## src/rtl/axis_bram_playback_ctrl.sv

```systemverilog
// ============================================================================
// axis_bram_playback_ctrl
//
// Sequencer for a stop-mode AXIS BRAM reader. It loads the reader's end
// address, releases the reader from reset on a trigger, and counts completed
// bursts by watching the reader's tlast handshake. Between bursts it holds
// the reader in reset for a programmable gap, then re-arms it. It repeats
// this for a programmable number of bursts, or forever when repeat is 0.
// The reader's AXIS output goes straight on to the DAC/DMA path; this block
// only taps the handshake signals.
//
// State table:
//   state  | meaning
//   IDLE   | reader held in reset, waiting for a trigger rising edge
//   ARM    | one cycle: reader still in reset, end address presented
//   RUN    | reader released, counting tlast handshakes
//   GAP    | reader held in reset for the latched gap cycles
//   DONE   | one cycle: completion pulse, reader back in reset
//
// Ports:
//   aclk         clock
//   aresetn      asynchronous active-low reset
//   cfg_last     end address; one burst covers addresses 0..cfg_last
//   cfg_repeat   bursts per run; 0 runs until stop
//   cfg_gap      idle cycles between bursts
//   trg          start trigger, rising-edge sensitive
//   stop         abort, level sampled every cycle
//   mon_tvalid   tap of reader m_axis_tvalid
//   mon_tready   tap of reader m_axis_tready
//   mon_tlast    tap of reader m_axis_tlast
//   rdr_aresetn  active-low reset to the reader
//   rdr_cfg      end address to the reader cfg_data
//   sts_busy     high in any state other than IDLE
//   sts_count    bursts completed in the current/last run
//   done         one-cycle pulse on normal completion
// ============================================================================
module axis_bram_playback_ctrl #(
    parameter int BRAM_ADDR_WIDTH = 10,
    parameter int REPEAT_WIDTH    = 16,
    parameter int GAP_WIDTH       = 16
) (
    input  logic                       aclk,
    input  logic                       aresetn,
    input  logic [BRAM_ADDR_WIDTH-1:0] cfg_last,
    input  logic [REPEAT_WIDTH-1:0]    cfg_repeat,
    input  logic [GAP_WIDTH-1:0]       cfg_gap,
    input  logic                       trg,
    input  logic                       stop,
    input  logic                       mon_tvalid,
    input  logic                       mon_tready,
    input  logic                       mon_tlast,
    output logic                       rdr_aresetn,
    output logic [BRAM_ADDR_WIDTH-1:0] rdr_cfg,
    output logic                       sts_busy,
    output logic [REPEAT_WIDTH-1:0]    sts_count,
    output logic                       done
);

    localparam logic [2:0] S_IDLE = 3'd0;
    localparam logic [2:0] S_ARM  = 3'd1;
    localparam logic [2:0] S_RUN  = 3'd2;
    localparam logic [2:0] S_GAP  = 3'd3;
    localparam logic [2:0] S_DONE = 3'd4;

    logic [2:0]              state;
    logic [2:0]              state_nxt;
    logic                    trg_prev;
    logic                    start_evt;
    logic                    tlast_hs;
    logic [REPEAT_WIDTH-1:0] repeat_q;
    logic [GAP_WIDTH-1:0]    gap_q;
    logic [GAP_WIDTH-1:0]    gap_cnt;
    logic [REPEAT_WIDTH-1:0] count_inc;

    assign start_evt = trg & ~trg_prev;
    assign tlast_hs  = mon_tvalid & mon_tready & mon_tlast;
    assign count_inc = sts_count + REPEAT_WIDTH'(1);

    always_comb begin
        state_nxt = state;
        case (state)
            S_IDLE: begin
                if (start_evt && (cfg_last != '0)) begin
                    state_nxt = S_ARM;
                end
            end
            S_ARM: begin
                state_nxt = stop ? S_IDLE : S_RUN;
            end
            S_RUN: begin
                // stop wins over the burst transition, but the count below
                // still takes a coincident tlast handshake.
                if (stop) begin
                    state_nxt = S_IDLE;
                end else if (tlast_hs) begin
                    if ((repeat_q != '0) && (count_inc == repeat_q)) begin
                        state_nxt = S_DONE;
                    end else if (gap_q != '0) begin
                        state_nxt = S_GAP;
                    end else begin
                        state_nxt = S_ARM;
                    end
                end
            end
            S_GAP: begin
                if (stop) begin
                    state_nxt = S_IDLE;
                end else if (gap_cnt <= GAP_WIDTH'(1)) begin
                    state_nxt = S_ARM;
                end
            end
            S_DONE: begin
                state_nxt = S_IDLE;
            end
            default: begin
                state_nxt = S_IDLE;
            end
        endcase
    end

    // Outputs are registered from the next state so that they line up with
    // the state register: the reader leaves reset exactly when RUN begins.
    always_ff @(posedge aclk or negedge aresetn) begin
        if (!aresetn) begin
            state       <= S_IDLE;
            trg_prev    <= 1'b1;
            repeat_q    <= '0;
            gap_q       <= '0;
            gap_cnt     <= '0;
            rdr_aresetn <= 1'b0;
            rdr_cfg     <= '0;
            sts_busy    <= 1'b0;
            sts_count   <= '0;
            done        <= 1'b0;
        end else begin
            trg_prev    <= trg;
            state       <= state_nxt;
            rdr_aresetn <= (state_nxt == S_RUN);
            sts_busy    <= (state_nxt != S_IDLE);
            done        <= (state_nxt == S_DONE);

            if ((state == S_IDLE) && (state_nxt == S_ARM)) begin
                rdr_cfg   <= cfg_last;
                repeat_q  <= cfg_repeat;
                gap_q     <= cfg_gap;
                sts_count <= '0;
            end else if ((state == S_RUN) && tlast_hs) begin
                sts_count <= count_inc;
            end

            if ((state != S_GAP) && (state_nxt == S_GAP)) begin
                gap_cnt <= gap_q;
            end else if (state == S_GAP) begin
                gap_cnt <= gap_cnt - GAP_WIDTH'(1);
            end
        end
    end

endmodule
```

## config.mk

```make
export PLATFORM = sky130hd
export DESIGN_NAME = axis_bram_playback_ctrl
export DESIGN_NICKNAME = d
export VERILOG_FILES = /design/src/rtl/axis_bram_playback_ctrl.sv
export SDC_FILE = /design/constraint.sdc
export NUM_CORES = 1
export LEC_CHECK = 0
export BUFFER_PORTS_ARGS = -buffer_cell sky130_fd_sc_hd__buf_2
export CORE_MARGIN = 3
export CORE_UTILIZATION = 50
export CTS_CLUSTER_DIAMETER = 30
export DETAILED_ROUTE_END_ITERATION = 12
export GPL_TIMING_DRIVEN = 0
export PLACE_DENSITY = 0.73
export SLEW_MARGIN = 10
export SYNTH_ARGS = -nofsm -noshare
export SYNTH_HDL_FRONTEND = slang
export SYNTH_SLANG_ARGS = --single-unit
```

## constraint.sdc

```tcl
create_clock -name aclk -period 3.4 [get_ports aclk]
set_input_delay 0.17 -clock aclk [delete_from_list [all_inputs] [get_ports aclk]]
set_output_delay 0.17 -clock aclk [all_outputs]
set_load 0.005 [all_outputs]
```

==> flow_metrics.tcl <==
set metrics [dict create \
    initial_utilization_pct 51.8 \
    crit_buf_inv 1 \
    max_stage_delay_ns 0.47 \
    required_ns 3.64 \
    fin_crit_ns 3.13 \
    start_kind "flip-flop" \
    fin_crit_sh_pct 92.0 \
    pwr-share-comb_pct 22.2 \
    crit_type "reg2reg" \
    synth_area_sq_mm 0.00428 \
    cts_tree "yes" \
    ys_ff_latch 81 \
    num_rows 33 \
    slew_viol_final 0 \
    layout-drive-gt1-share_pct 19.2 \
    wl_met2_mm 4.91 \
    ios 78 \
    rsz0062_at_grt "no" \
    clockRootBuffer "clkbuf_8" \
    grt_use_total_pct 23.9 \
    power_density_mw_per_mm2 520 \
    dp.final_hpwl_mm 7.88 \
    worstMarginPinSlew_ns 0.798 \
    critPathArrivalTime_ns 3.37 \
    ys_seq_area_share_pct 47.4 \
    final_util_pct 63.1 \
    synth.area.top_cells "dfrtp_1 47%, nand2_1 13%, xnor2_1 4.9%, nor2_1 3.3%, nor4_1 2.2%" \
    cts-buffers-inserted 9 \
    wl_per_cell_um 15.4 \
    synth-main-ff-cell "dfrtp_1" \
    synth_simple_gate_area_share_pct 29.2 \
    area_delta_synth_final_pct 21.9 \
    seq_power_share_pct 51.9 \
    h-tree-depth 3 \
    vias 3961 \
    vias_per_cell 5.56 \
    grt_pass1_wl_mm 18.8 \
    drtIter0Drc 254 \
    finalSetupTns_ns 0 \
    p_int_mw 1.77 \
    fin_ws_ns 0.273 \
    p_switching_uw 940 \
    yosysTopAreaCell "dfrtp_1" \
    clk_pin_slew_ns 0.10 \
    top_layer "met4" \
    maxCapViolations 0 \
    route.detailed.drc 0 \
    crit_start "sts_count[0]" \
    hp-start "cfg_last[6]" \
    wl_mm 11.0 \
    p_sw_share_pct 34.7 \
    drtAntennaViolNets 0 \
    synth_most_common_cell "nand2_1" \
    wl_met1_mm 5.20 \
    syn_area_per_cell_sq_um 8.65 \
    synth_mux_area_share_pct 0.936 \
    die_x_um 98.5 \
    synth_top_family_by_area "simple AND/OR/NAND/NOR gates" \
    antenna_found_initial 0 \
    synth_top_area_share_pct 46.8 \
    synth-xor-area-share_pct 6.76 \
    p_leak_nw 2.47 \
    synth-adder-area-share_pct 0.878 \
    numPortBuffers 77 \
    gr-total-overflow 0 \
    hold_path.class "in2reg" \
    synth_edf_count 0 \
    core_area_sq_mm 0.00826 \
    grt_max_degree 45 \
    die_y_um 98.5 \
    synthDistinctLibCells 52 \
    hold_viol 0 \
    grt_pass1_vias 3822 \
    dieArea_sq_mm 0.00970 \
    place_ws_ns 0.126 \
    yosys-top-cells-count "149 x nand2_1, 80 x dfrtp_1, 38 x nor2_1" \
    synth_compound_area_share_pct 11.4 \
    synth.net_count 546 \
    r2r-start "sts_count[0]" \
    clock-sinks 81 \
    crit_chain "ha_1 -> and3_1 -> clkbuf_1 -> nand3_1 -> a221o_1 -> a2111oi_2 -> nand4_2 -> o211ai_4 -> nand2_1 -> o221a_2" \
    pwr-share-clk_pct 25.9 \
    gp_congestion 0.838 \
    cts_resized 0 \
    slowest_stage "dfrtp_1" \
    cp_top_family "compound AO/OA/AOI/OAI gates" \
    max_freq_mhz 320 \
    endpoint_kind "flip-flop" \
    met3WireLength_um 733 \
    ys_warn_count 0 \
    skew_ns 0.0128 \
    status "finished clean" \
    clkLatencyLatePin_ns 0.36 \
    setup_viol 0 \
    cts_buffer_depth 2 \
    synthArstFlopShare_pct 100 \
    syn_inst 494 \
    diodes 0 \
    cp_max_fo 6 \
    drtPass1Iterations 5 \
    ir_drop_mv 0.259 \
    nets 655 \
    slew_headroom_pct 46.3 \
]
==> cell usage in the layout (no fill, tap or decap), drive strengths merged, types with 2 or more instances in the layout <==
master,n
nand2,149
buf,89
dfrtp,80
nor2,38
clkbuf,27
xnor2,24
nor3,17
dlygate4sd3,17
nand3,17
nor4,15
inv,14
a21oi,11
o21ai,9
xor2,9
o221a,9
or4,8
or3,7
a31oi,7
o211ai,6
and3,5
nand4,5
and2,4
mux2i,4
a211oi,4
a31o,4
or2,3
nand2b,3
ha,3
nand3b,2
a21boi,2
==> flip-flops by register name, summed over array words and instances (netlist names) <==
register,flops
rdr_cfg,10
done,1
trg_prev,1
gap_q,16
sts_count,16
rdr_aresetn,1
state,3
gap_cnt,16
sts_busy,1
repeat_q,16
==> worst min-delay path: stages <==
cell	delay, ns
buf_2	0.09
nand2_1	0.04
nand2_1	0.05
==> final timing paths <==
| check | end | slack (ns) | depth (start not counted) |
|---|---|---|---|
| max | gap_cnt[10] | 0.27 | 10 |
| min reg2reg | rdr_cfg[9] | 0.48 | 2 |
| min | rdr_cfg[6] | 0.02 | 3 |
| min in group asynchronous | gap_q[10] | 0.33 | 2 |
| max in group asynchronous | trg_prev | 2.43 | 3 |
| max reg2reg | gap_cnt[10] | 0.27 | 10 |
==> kinds of logic (layout without fill, tap and decap cells) <==
| family | count (synthesis) | count (layout) |
|---|---|---|
| and+or+nand+nor | 276 | 276 |
| DFF | 81 | 81 |
| AOI/OAI and AO/OA | 63 | 63 |
| buffers and inverters | 34 | 148 |
| xor gates and xnor gates | 33 | 33 |
| muxes | 4 | 4 |
| adders and majority gates | 3 | 3 |
==> metal layers <==
metal | vias to the layer above | track usage (%)
li1 | 1923 | -
met5 | - | 0
met3 | 19 | 5.10
met1 | 1876 | 35.0
met2 | 143 | 36.6
met4 | 0 | 6.20
==> stage by stage <==
stage	hold slack, ns	instance area (sq um)	cells	power (mW)
floorplan	-0.126	4280	494	1.77
global placement	0.285	4790	676	1.96
detailed placement	0.177	4820	677	2.00
CTS	0.00125	5190	710	2.72
global route	0.00666	5210	713	2.89
finish	0.0176	5210	713	2.71
==> timing repair <==
action,4_1_cts,5_1_grt
hold buffers,17,0
endpoints found under the setup margin,0,13
hold endpoints to repair,53,0
buffers inserted,0,3
==> layout make-up <==
cell class / instances / area (sq um)
Buffer: 25 / 110
Clock buffer: 10 / 138
Clock inverter: 6 / 57.6
Fill cell: 724 / 3050
Inverter: 9 / 33.8
Multi-Input combinational cell: 379 / 2100
Sequential cell: 81 / 2030
Tap cell: 105 / 131
Timing Repair Buffer: 98 / 608
==> power by group through the flow <==
stage	sequential (mW)	clock [mW]	combinational (mW)
floorplan	1.35	0	0.412
global placement	1.41	0	0.554
detailed placement	1.41	0	0.585
CTS	1.40	0.718	0.600
global route	1.44	0.765	0.683
finish	1.41	0.703	0.601
Power figures use the tool's default switching activity.
